===== src/rtl/note_judge_scorer.sv =====
// Per-player note judge: times a hit window per row, scores hits and misses, raises game_over.
// Optional macro PERFECT_TIMING_EN: first-half-window hits earn a HIT_POINTS/2 bonus and pulse perfect_pulse.
module note_judge_scorer #(
    parameter int unsigned  NUM_ROWS      = 100,
    parameter int unsigned  WINDOW_CYCLES = 12500000,
    parameter logic [15:0]  HIT_POINTS    = 16'd10,
    parameter logic [7:0]   COMBO_THRESH  = 8'd10,
    parameter logic [7:0]   MAX_MISSES    = 8'd5
) (
    input  logic        Clk,
    input  logic        Reset_n,
    input  logic        start,
    input  logic        row_tick,
    input  logic [15:0] keycode,
    input  logic        correct_key1,
    output logic [6:0]  row_counter,
    output logic [15:0] score,
    output logic [7:0]  combo,
    output logic [7:0]  misses,
    output logic        hit_pulse,
    output logic        miss_pulse,
    output logic        perfect_pulse,
    output logic        game_over
);

    localparam int CNT_W = $clog2(WINDOW_CYCLES + 1);
    localparam logic [CNT_W-1:0] WIN_LOAD = CNT_W'(WINDOW_CYCLES);
    localparam logic [6:0] LAST_ROW = 7'(NUM_ROWS - 1);

    typedef enum logic [1:0] {IDLE, WAIT_ROW, WINDOW, DONE} state_t;

    state_t           state, state_nx;
    logic [CNT_W-1:0] win_cnt, win_nx;
    logic [15:0]      prev_keycode;
    logic [6:0]       row_nx;
    logic [15:0]      score_nx;
    logic [7:0]       combo_nx, misses_nx;
    logic             hit_nx, miss_nx;
    logic             key_event, judge, is_hit;

    function automatic logic [15:0] sat_add16(input logic [15:0] a, input logic [15:0] b);
        logic [16:0] s;
        s = {1'b0, a} + {1'b0, b};
        return s[16] ? 16'hFFFF : s[15:0];
    endfunction

    function automatic logic [7:0] sat_inc8(input logic [7:0] a, input logic [7:0] limit);
        return (a >= limit) ? limit : a + 8'd1;
    endfunction

    // 16'h0520 is the idle/rollover pattern of the two-key report, never a press
    assign key_event = (keycode != prev_keycode) && (keycode != 16'h0000) && (keycode != 16'h0520);
    assign judge     = (state == WINDOW) && (key_event || row_tick || (win_cnt == CNT_W'(1)));
    assign is_hit    = key_event && correct_key1;
    assign game_over = (state == DONE);

`ifdef PERFECT_TIMING_EN
    localparam logic [CNT_W-1:0] WIN_HALF = CNT_W'(WINDOW_CYCLES / 2);
    logic perf_nx;
`endif

    always_comb begin
        state_nx  = state;
        win_nx    = win_cnt;
        row_nx    = row_counter;
        score_nx  = score;
        combo_nx  = combo;
        misses_nx = misses;
        hit_nx    = 1'b0;
        miss_nx   = 1'b0;
`ifdef PERFECT_TIMING_EN
        perf_nx   = 1'b0;
`endif
        case (state)
            IDLE, DONE: begin
                if (start) begin
                    row_nx    = '0;
                    score_nx  = '0;
                    combo_nx  = '0;
                    misses_nx = '0;
                    state_nx  = WAIT_ROW;
                end
            end
            WAIT_ROW: begin
                if (row_tick) begin
                    win_nx   = WIN_LOAD;
                    state_nx = WINDOW;
                end
            end
            WINDOW: begin
                win_nx = win_cnt - CNT_W'(1);
                if (judge) begin
                    if (is_hit) begin
                        score_nx = sat_add16(score, HIT_POINTS);
                        if (combo >= COMBO_THRESH)
                            score_nx = sat_add16(score_nx, HIT_POINTS);
`ifdef PERFECT_TIMING_EN
                        if (win_cnt > WIN_HALF) begin
                            score_nx = sat_add16(score_nx, HIT_POINTS >> 1);
                            perf_nx  = 1'b1;
                        end
`endif
                        combo_nx = sat_inc8(combo, 8'hFF);
                        hit_nx   = 1'b1;
                    end else begin
                        combo_nx  = '0;
                        misses_nx = sat_inc8(misses, MAX_MISSES);
                        miss_nx   = 1'b1;
                    end
                    // Hold at the last row so the key-match stage never indexes past the pattern
                    row_nx = (row_counter == LAST_ROW) ? row_counter : row_counter + 7'd1;
                    if ((row_counter == LAST_ROW) || (misses_nx >= MAX_MISSES)) begin
                        state_nx = DONE;
                    end else if (row_tick) begin
                        win_nx   = WIN_LOAD;
                        state_nx = WINDOW;
                    end else begin
                        state_nx = WAIT_ROW;
                    end
                end
            end
            default: state_nx = IDLE;
        endcase
    end

    always_ff @(posedge Clk or negedge Reset_n) begin
        if (!Reset_n) begin
            state        <= IDLE;
            win_cnt      <= '0;
            prev_keycode <= '0;
            row_counter  <= '0;
            score        <= '0;
            combo        <= '0;
            misses       <= '0;
            hit_pulse    <= 1'b0;
            miss_pulse   <= 1'b0;
        end else begin
            state        <= state_nx;
            win_cnt      <= win_nx;
            prev_keycode <= keycode;
            row_counter  <= row_nx;
            score        <= score_nx;
            combo        <= combo_nx;
            misses       <= misses_nx;
            hit_pulse    <= hit_nx;
            miss_pulse   <= miss_nx;
        end
    end

`ifdef PERFECT_TIMING_EN
    always_ff @(posedge Clk or negedge Reset_n) begin
        if (!Reset_n) perfect_pulse <= 1'b0;
        else          perfect_pulse <= perf_nx;
    end
`else
    assign perfect_pulse = 1'b0;
`endif

endmodule


===== config.mk =====
export PLATFORM = sky130hd
export DESIGN_NAME = note_judge_scorer
export DESIGN_NICKNAME = d
export VERILOG_FILES = /design/src/rtl/note_judge_scorer.sv
export SDC_FILE = /design/constraint.sdc
export NUM_CORES = 1
export LEC_CHECK = 0
export CORE_UTILIZATION = 40
export CTS_BUF_LIST = sky130_fd_sc_hd__clkbuf_2 sky130_fd_sc_hd__clkbuf_4 sky130_fd_sc_hd__clkbuf_8
export DETAILED_ROUTE_END_ITERATION = 8
export GPL_TIMING_DRIVEN = 0
export RECOVER_POWER = 100
export SLEW_MARGIN = 25
export SYNTH_ARGS = -nofsm -noshare
export SYNTH_HDL_FRONTEND = slang
export SYNTH_SLANG_ARGS = --single-unit

===== constraint.sdc =====
create_clock -name Clk -period 3.9 [get_ports Clk]
set_input_delay 0.78 -clock Clk [delete_from_list [all_inputs] [get_ports Clk]]
set_output_delay 0.78 -clock Clk [all_outputs]
set_load 0.01 [all_outputs]

# Word level (Yosys, flattened, before mapping)
# Index checks and enable logic that the tools add are counted.
# word_totals
ff_bits	83
in_bits	21
out_inout_bits	43
# op_classes
n_reduce_logical	17
addsub	6
n_eq_ne	12
n_lt_le_gt_ge	4
n_mux	39
# ops
operator	count
$mux 16	6
$mux 24	4
$mux 8	9
$pmux 24 s2	1
$add 16x4->17 const B	2
$pmux 16 s2	1
$pmux 8 s2	2
$eq 24x1->1 const B	1
$sub 24x1->24 const B	1
$mux 7	3
$add 8x1->8 const B	2
$ge 8x3->1 const B	2
$ne 16x11->1 const B	1
$ne 16x16->1	1
$reduce_bool 16->1	1
$pmux 7 s2	1
$mux 2	5
$ne 2x2->1 const B	5
$ge 8x4->1 const B	1
$ge 8x8->1 const B	1
$reduce_and 4->1	2
$add 7x1->7 const B	1
$eq 7x7->1 const B	1
$mux 1	6
other kinds (10)	18

# Logic depth before layout (Yosys ltp)
# Gate-level depths: netlist of the first run.
# depth
word_depth	13
depth_mapped	12
ltp_nobuf	11

# Least setup slack after synthesis of the first run
# Ideal clock, no wire load.
# synth_timing
path_kind	register to register
from	register score[7]
to	register score[11]
synth_period_minus_slack_ps	3053
path_slack_ps	847
path_stages_with_launch	13
t_arrival_ps	2927
cell_sequence	dfrtp_1 > buf_2 > nand3_2 > nor4_2 > nand2b_1 > nand2b_1 > ha_1 > nor2_1 > a2111oi_0 > o21ai_2 > nor3b_1 > xnor2_1 > a221o_1
# synth_between
elab_chain_cells	8
# synth_lines
element	line	text
from (decl)	17	output logic [15:0] score,
from (signal assigned)	142	score <= score_nx;
$add 16x4->17 (*)	43	s = {1'b0, a} + {1'b0, b};
$mux 16 (*)	44	return s[16] ? 16'hFFFF : s[15:0];
$add 16x4->17	43	
$mux 16	44	
$mux 16 (*)	95	if (combo >= COMBO_THRESH)
$mux 16 (*)	93	if (is_hit) begin
$mux 16 (*)	92	if (judge) begin
$pmux 16 s2 (*)	74	case (state)
# Every way passes the cells marked *; elsewhere a longest branch is shown, timed or not. The select of a mux whose other input is x is not followed.
# A chain may end at the register's enable or synchronous reset.

# Final worst setup path of the first run
# layout_timing
from	input keycode[1]
to	register score[7]
# layout_between
elab_chain_cells	8
# layout_lines
element	line	text
from (decl)	14	input logic [15:0] keycode,
$ne 16x16->1 / $reduce_bool 16->1 (equally long branches)	52	assign key_event = (keycode != prev_keycode) && (keycode != 16'h0000) && (keycode != 16'h0520);
$logic_and 1x1->1	52	
$logic_and 1x1->1 (*)	52	
$logic_or 1x1->1 (2 in series)	53	assign judge = (state == WINDOW) && (key_event || row_tick || (win_cnt == CNT_W'(1)));
$logic_and 1x1->1	53	
$ne 2x2->1 (no line)	--	
$reduce_and 4->1 (no line) (*)	--	
# Every way passes the cells marked *; elsewhere a longest branch is shown, timed or not.

==> results.md, run 1 <==
* Gr ovfl total at 0
* Via-to-Cell Ratio at 5.43
* Global Route Usage Sum at 19.7%
* Area leader, netlist: dfrtp_1
* Yosys reg bits at 83
* Outcome: complete, but fails checks
* CP Class: input port to flop
* Worst Path Max Fanout at 10
* Relative slew slack at -34.8%
* Mapped Avg Cell Area at 9.60 um2
* Final min period at 3.67 ns
* Synth Instances at 529
* Peak Freq at 273 MHz
* Worst Hold Class: flop to flop
* Clock skew at 0.00928 ns
* CP Capture Type: flop
* Worst Path Required at 4.20 ns
* Synth cell types at 79
* Dpl hpwl at 8.94 mm
* Final Cycle Share at 94.1%
* Root Buffer Master: clkbuf_8
* Antenna-violating nets left at 0
* Reg clk slew, reported paths at 0.09 ns
* Synthesis Warnings at 0
* Slew Viols, Final at 38
* Fill cells at 1203
* Ant diodes at 0
* Synth area leaders: dfrtp_1, xor2_1, xnor2_1
* TritonCTS clock tree: yes
* Initial antenna violation count at 0
* Top_reg_cell synth: dfrtp_1
* Die area at 13100 um2
* Nets at 637
* RSZ-0062 raised after global routing: no
* WP data arrival at 3.97 ns
* Leak Pwr at 2.66 nW
* Share of synthesized registers carrying an async set or reset at 100%
* Critical path startpoint category: input port
* Hold_ws at 0.523 ns
* I/O Buffers at 62
* CTS Buf Count at 9
* Post-synth EDFFs at 0
* First-pass DRT Iterations at 4
* Non-Filler Instances at 776
* DR DRC count at 0
* Measured slew at the worst slew-check pin at 2.02 ns
* Worst skew pair latency at 0.36 ns
* Mapped cell area at 5080 um2
* CTS sink cnt at 83
* GP Congestion at 0.850
* CTS Buffer Depth at 2
* First-pass GRT wire length at 20.1 mm
* H-Tree Depth at 3
* Die W at 115 um
* Final hold vios at 0
* Placed Instances at 760
* Max-cap violations at 1
* Max VDD drop at 209 uV
* Area grow syn2layout at 19.4%
* DIE HEIGHT at 115 um
* Pwr/cell area at 425 nW/um2
* Initial core utilization at 41.6%
* Share of the synthesized area in the top cell type at 40.9%
* Vias in the first global route at 4110
* DR vias at 4213
* Core ar. at 12200 um2
* Failing checks: capacitance limit, slew limit
* Post-CTS setup buffer count at 0
* Syn nets at 563
* I/O pin total at 64
* Commonest cells after routing, fill and taps aside: dfrtp_1, dlygate4sd3_1, nand2_1
* WL per Instance at 15.6 um
* Rows at 40
* Commonest non-fill, non-tap cell in the layout: dfrtp_1
* Initial DRC Count at 211
* Largest net degree at the start of global routing at 48
* Detailed Route WL at 12.1 mm
* Share of cells above drive strength 1 at 8.88%
* Final setup fails at 0
* Sequential fraction of the synthesis area at 40.9%
## power breakdown
group,switching (mW),internal (mW),leakage [nW]
registers,0.107,0.958,1.05
clock network,0.315,0.337,0.110
logic,0.513,0.343,1.50
## worst paths after layout
| kind | depth (start not counted) | startpoint | endpoint | slack (ns) |
|---|---|---|---|---|
| min in group asynchronous | 1 | Reset_n | score[9]$_DFFE_PN0P_ | 0.97 |
| hold reg to reg | 1 | misses[3]$_DFFE_PN0P_ | misses[3]$_DFFE_PN0P_ | 0.52 |
| max in group asynchronous | 2 | Reset_n | win_cnt[8]$_DFFE_PN0P_ | 0.82 |
| setup / recovery | 10 | keycode[1] | score[7]$_DFFE_PN0P_ | 0.23 |
| hold / removal | 1 | misses[3]$_DFFE_PN0P_ | misses[3]$_DFFE_PN0P_ | 0.52 |
| setup reg to reg | 12 | score[7]$_DFFE_PN0P_ | score[15]$_DFFE_PN0P_ | 0.45 |
## logic make-up after synthesis
family | Yosys count | synth area share [%]
adders and majority gates | 13 | 3.20
xor gates and xnor gates | 50 | 8.63
DFF | 83 | 40.9
buffers and inverters | 33 | 3.62
muxes | 8 | 1.60
AOI/OAI and AO/OA | 115 | 16.8
and+or+nand+nor | 226 | 25.2
other | 1 | 0.0739
## critical path, stage by stage
cell and delay (ns):
dlygate4sd3_1 0.58, or4_1 0.59, a2111oi_4 0.34, nand3_1 0.22, and4_1 0.25, clkbuf_1 0.18, a21oi_1 0.49, clkbuf_2 0.37
nand2_1 0.08, nand2_1 0.08
## per-layer routing
layer	GRT usage (%)	share of wire (%)
met1	26.9	47
met2	31.0	47
met3	3.71	4.1
met4	7.27	1.4
met5	0	0
## Yosys cell counts (9+ instances only)
cell / number
nor3_1: 21
and3_1: 17
ha_1: 13
nor4_1: 15
inv_1: 13
xnor2_1: 21
nand3_1: 27
o21ai_0: 20
and2_1: 9
a21oi_1: 19
o21ai_1: 11
xor2_1: 29
nand2_1: 48
nor2_1: 34
dfrtp_1: 83
## state kept, by name (all words and copies together), names as in the netlist
register      cells
combo             8
hit_pulse         1
miss_pulse        1
misses            8
prev_keycode     16
row_counter       7
score            16
state             2
win_cnt          24
## stage by stage
stage               area (um2)  power [mW]  setup TNS (ns)  setup WS (ns)  utilization [%]
global placement          5910        1.97          -85.84          -1.04             48.4
CTS                       6140        2.66               0          0.368             50.3
global route              6060        2.76               0         0.0400             49.6
floorplan                 5080        1.68               0          0.847                -
finish                    6060        2.57               0          0.231             49.6
detailed placement        5940        2.00               0          0.300             48.6
## what timing repair did
action / 4_1_cts / 5_1_grt
gates resized for setup: 0 / 1
hold buffers: 0 / 0
setup endpoints to repair: 0 / 3
## layout make-up
cell class / instances / area (um2) / area share, %
Timing Repair Buffer: 63 / 619 / 10.2
Multi-Input combinational cell: 413 / 2780 / 45.9
Sequential cell: 83 / 2080 / 34.3
Clock buffer: 12 / 159 / 2.62
Clock inverter: 4 / 48.8 / 0.805
Tap cell: 168 / 210 / 3.47
Buffer: 19 / 110 / 1.82
Inverter: 14 / 52.6 / 0.867
Power figures use the tool's default switching activity.
==> run 2, diff against run 1 <==
--- a/config.mk
+++ b/config.mk
@@ -5,6 +5,7 @@
 export SDC_FILE = /design/constraint.sdc
 export NUM_CORES = 1
 export LEC_CHECK = 0
+export CORE_MARGIN = 2
 export CORE_UTILIZATION = 40
 export CTS_BUF_LIST = sky130_fd_sc_hd__clkbuf_2 sky130_fd_sc_hd__clkbuf_4 sky130_fd_sc_hd__clkbuf_8
 export DETAILED_ROUTE_END_ITERATION = 8
==> run 2 against run 1 <==
  * Clock skew rose by 0.0039 ns
  * Non-clock buffer count did not move
  * Via count rose by 2.6%
  * Power is 0.28% higher
  * Sequential power barely moved
  * Largest cell class unchanged
  * The flow still finishes with violations (capacitance limit, slew limit)
  * Sequential cell count is the same
==> results.md, run 2 (synthesis results as in run 1) <==
* Vias in the first global route at 4149 (+0.95%)
* Ant diodes at 0 (unchanged)
* Worst Path Required at 4.17 ns (-0.03 ns)
* CP Capture Point: misses[1]$_DFFE_PN0P_
* Failing checks: capacitance limit, slew limit
* DR vias at 4322 (+2.6%)
* I/O Buffers at 62 (unchanged)
* Net Sw Frac at 37.6% (+1.2 points)
* Area grow syn2layout at 19.5%
* Max VDD drop at 200 uV (-4.2%)
* Clk pwr share at 24.8% (-0.6 points)
* CP Class: input port to flop
* R2R Path Start: score[1]$_DFFE_PN0P_
* Max reg flops at 24 (unchanged)
* Outcome: complete, but fails checks
* Peak Freq at 281 MHz (+3.1%)
* Slew Viols, Final at 39 (+2.6%)
* Rows at 41 (+2.5%)
* Root Buffer Master: clkbuf_8
* Reg clk slew, reported paths at 0.09 ns (about the same)
* DR DRC count at 0 (unchanged)
* Sequential Power Share at 41.3% (about the same)
* R2R Setup Slk at 0.45 ns (about the same)
* CP Capture Type: flop
* I/O pin total at 64 (unchanged)
* CTS Buffer Depth at 2 (unchanged)
* Antenna-violating nets left at 0 (unchanged)
* Leak Pwr at 2.65 nW (-0.14%)
* Via-to-Cell Ratio at 5.54 (+2.1%)
* Initial core utilization at 40.6% (-1.0 points)
* Relative slew slack at -38.3% (-3.5 points)
* Total power at 2.58 mW (+0.28%)
* Nets at 637 (unchanged)
* Dpl hpwl at 9.14 mm (+2.3%)
* Fill cells at 1204 (+0.083%)
* Critical path startpoint category: input port
* Setup TNS at 0 ns (unchanged)
* CTS Buf Count at 9 (unchanged)
* Final setup fails at 0 (unchanged)
* WL per Instance at 15.8 um (+1.5%)
* Worst r2r dst: score[10]$_DFFE_PN0P_
* Max-cap violations at 1 (unchanged)
* Worst Hold Class: flop to flop
* Final Cycle Share at 91.2% (-2.9 points)
* WP data arrival at 3.83 ns (-0.14 ns)
* Worst Reg-to-Reg Cells at 8 (-4)
* Final min period at 3.56 ns (-0.112 ns)
* Placed Instances at 764 (+0.53%)
* Internal power at 1.61 mW (-1.7%)
* NetSw at 0.970 mW (+3.7%)
* Initial DRC Count at 240 (+14%)
* DIE HEIGHT at 117 um (+1.7%)
* Die area at 13600 um2 (+3.5%)
* CP startpoint: keycode[1]
* RSZ-0062 raised after global routing: no
* Global Route Usage Sum at 19.4% (-0.27 points)
* Gr ovfl total at 0 (unchanged)
* Worst Path Max Fanout at 4 (-6)
* Core Util, Final at 48.5% (-1.2 points)
* Non-Filler Instances at 780 (+0.52%)
* GP Congestion at 0.854 (+0.40%)
* First-pass DRT Iterations at 4 (unchanged)
* Commonest non-fill, non-tap cell in the layout: dfrtp_1
* Die W at 117 um (+1.7%)
* Detailed Route WL at 12.4 mm (+2.0%)
* Core ar. at 12500 um2 (+2.5%)
* Top reg by flops: win_cnt
* CTS sink cnt at 83 (unchanged)
* Commonest cells after routing, fill and taps aside: dfrtp_1, dlygate4sd3_1, nand2_1
* Final hold vios at 0 (unchanged)
* Combinational Power Share at 33.9% (+0.6 points)
* Largest net degree at the start of global routing at 47 (-2.1%)
* Share of cells above drive strength 1 at 9.05% (+0.16 points)
* Initial antenna violation count at 0 (unchanged)
* Worst skew pair latency at 0.37 ns (about the same)
* TritonCTS clock tree: yes
* Clock skew at 0.0132 ns (+0.00392 ns)
* H-Tree Depth at 3 (unchanged)
* First-pass GRT wire length at 20.7 mm (+3.3%)
* Biggest regs: win_cnt: 24 flops, prev_keycode: 16 flops, score: 16 flops
* Measured slew at the worst slew-check pin at 2.08 ns (+0.0527 ns)
* Pwr/cell area at 425 nW/um2 (+0.18%)
run 2: worst min path at each step:
stage                          startpoint                     to  cells after the start
detailed placement  misses[4]$_DFFE_PN0P_  misses[4]$_DFFE_PN0P_                      1
finish              misses[7]$_DFFE_PN0P_  misses[7]$_DFFE_PN0P_                      1
floorplan                         Reset_n   combo[0]$_DFFE_PN0P_                      0
global placement    misses[4]$_DFFE_PN0P_  misses[4]$_DFFE_PN0P_                      1
CTS                               Reset_n  score[10]$_DFFE_PN0P_                      1
global route        misses[7]$_DFFE_PN0P_  misses[7]$_DFFE_PN0P_                      1
run 2: layout make-up:
cell class / count / area (um2) / area share [%]
multi-input combinational: 413 / 2780 / 45.9
sequential: 83 / 2080 / 34.2
timing repair buffer: 63 / 619 / 10.2
tap: 172 / 215 / 3.55
clock buffer: 9 / 124 / 2.04
buffer: 19 / 123 / 2.02
clock inverter: 7 / 73.8 / 1.22
inverter: 14 / 52.6 / 0.866
run 2: power groups by stage:
stage	clock, mW	combinational [mW]	sequential (mW)
4_1_cts	0.654	0.925	1.07
3_5_place_dp	0	0.921	1.08
5_1_grt	0.693	0.982	1.08
6_report	0.641	0.875	1.07
2_1_floorplan	0	0.608	1.07
3_3_place_gp	0	0.898	1.08
run 2: worst max-delay path: stages:
cell and delay (ns):
dlygate4sd3_1 0.58, or4_1 0.59, a2111oi_4 0.35, nand3_1 0.22, and2_0 0.27, o31ai_1 0.56, nor2_1 0.18, a32o_1 0.30
run 2: layer usage:
metal	global-route usage (%)	share of wire, %	vias up
met2	30.7	47	95
li1	-	-	2089
met1	26.5	47	2118
met5	0	0	-
met3	3.43	4.5	20
met4	7.76	1.8	0
run 2: through the flow:
stage	area (um2)	hold slack [ns]	setup WS (ns)
4_1_cts	6140	0.308	0.399
3_5_place_dp	5940	0.496	0.312
3_3_place_gp	5910	0.493	-1.08
6_report	6070	0.513	0.343
5_1_grt	6070	0.557	0.0307
2_1_floorplan	5080	0.484	0.847
run 2: what timing repair did:
item	4_1_cts	5_1_grt
setup buffers	0	0
hold endpoints to repair	0	0
endpoints found under the setup margin	0	2
hold buffers	0	0
resized for setup	0	1
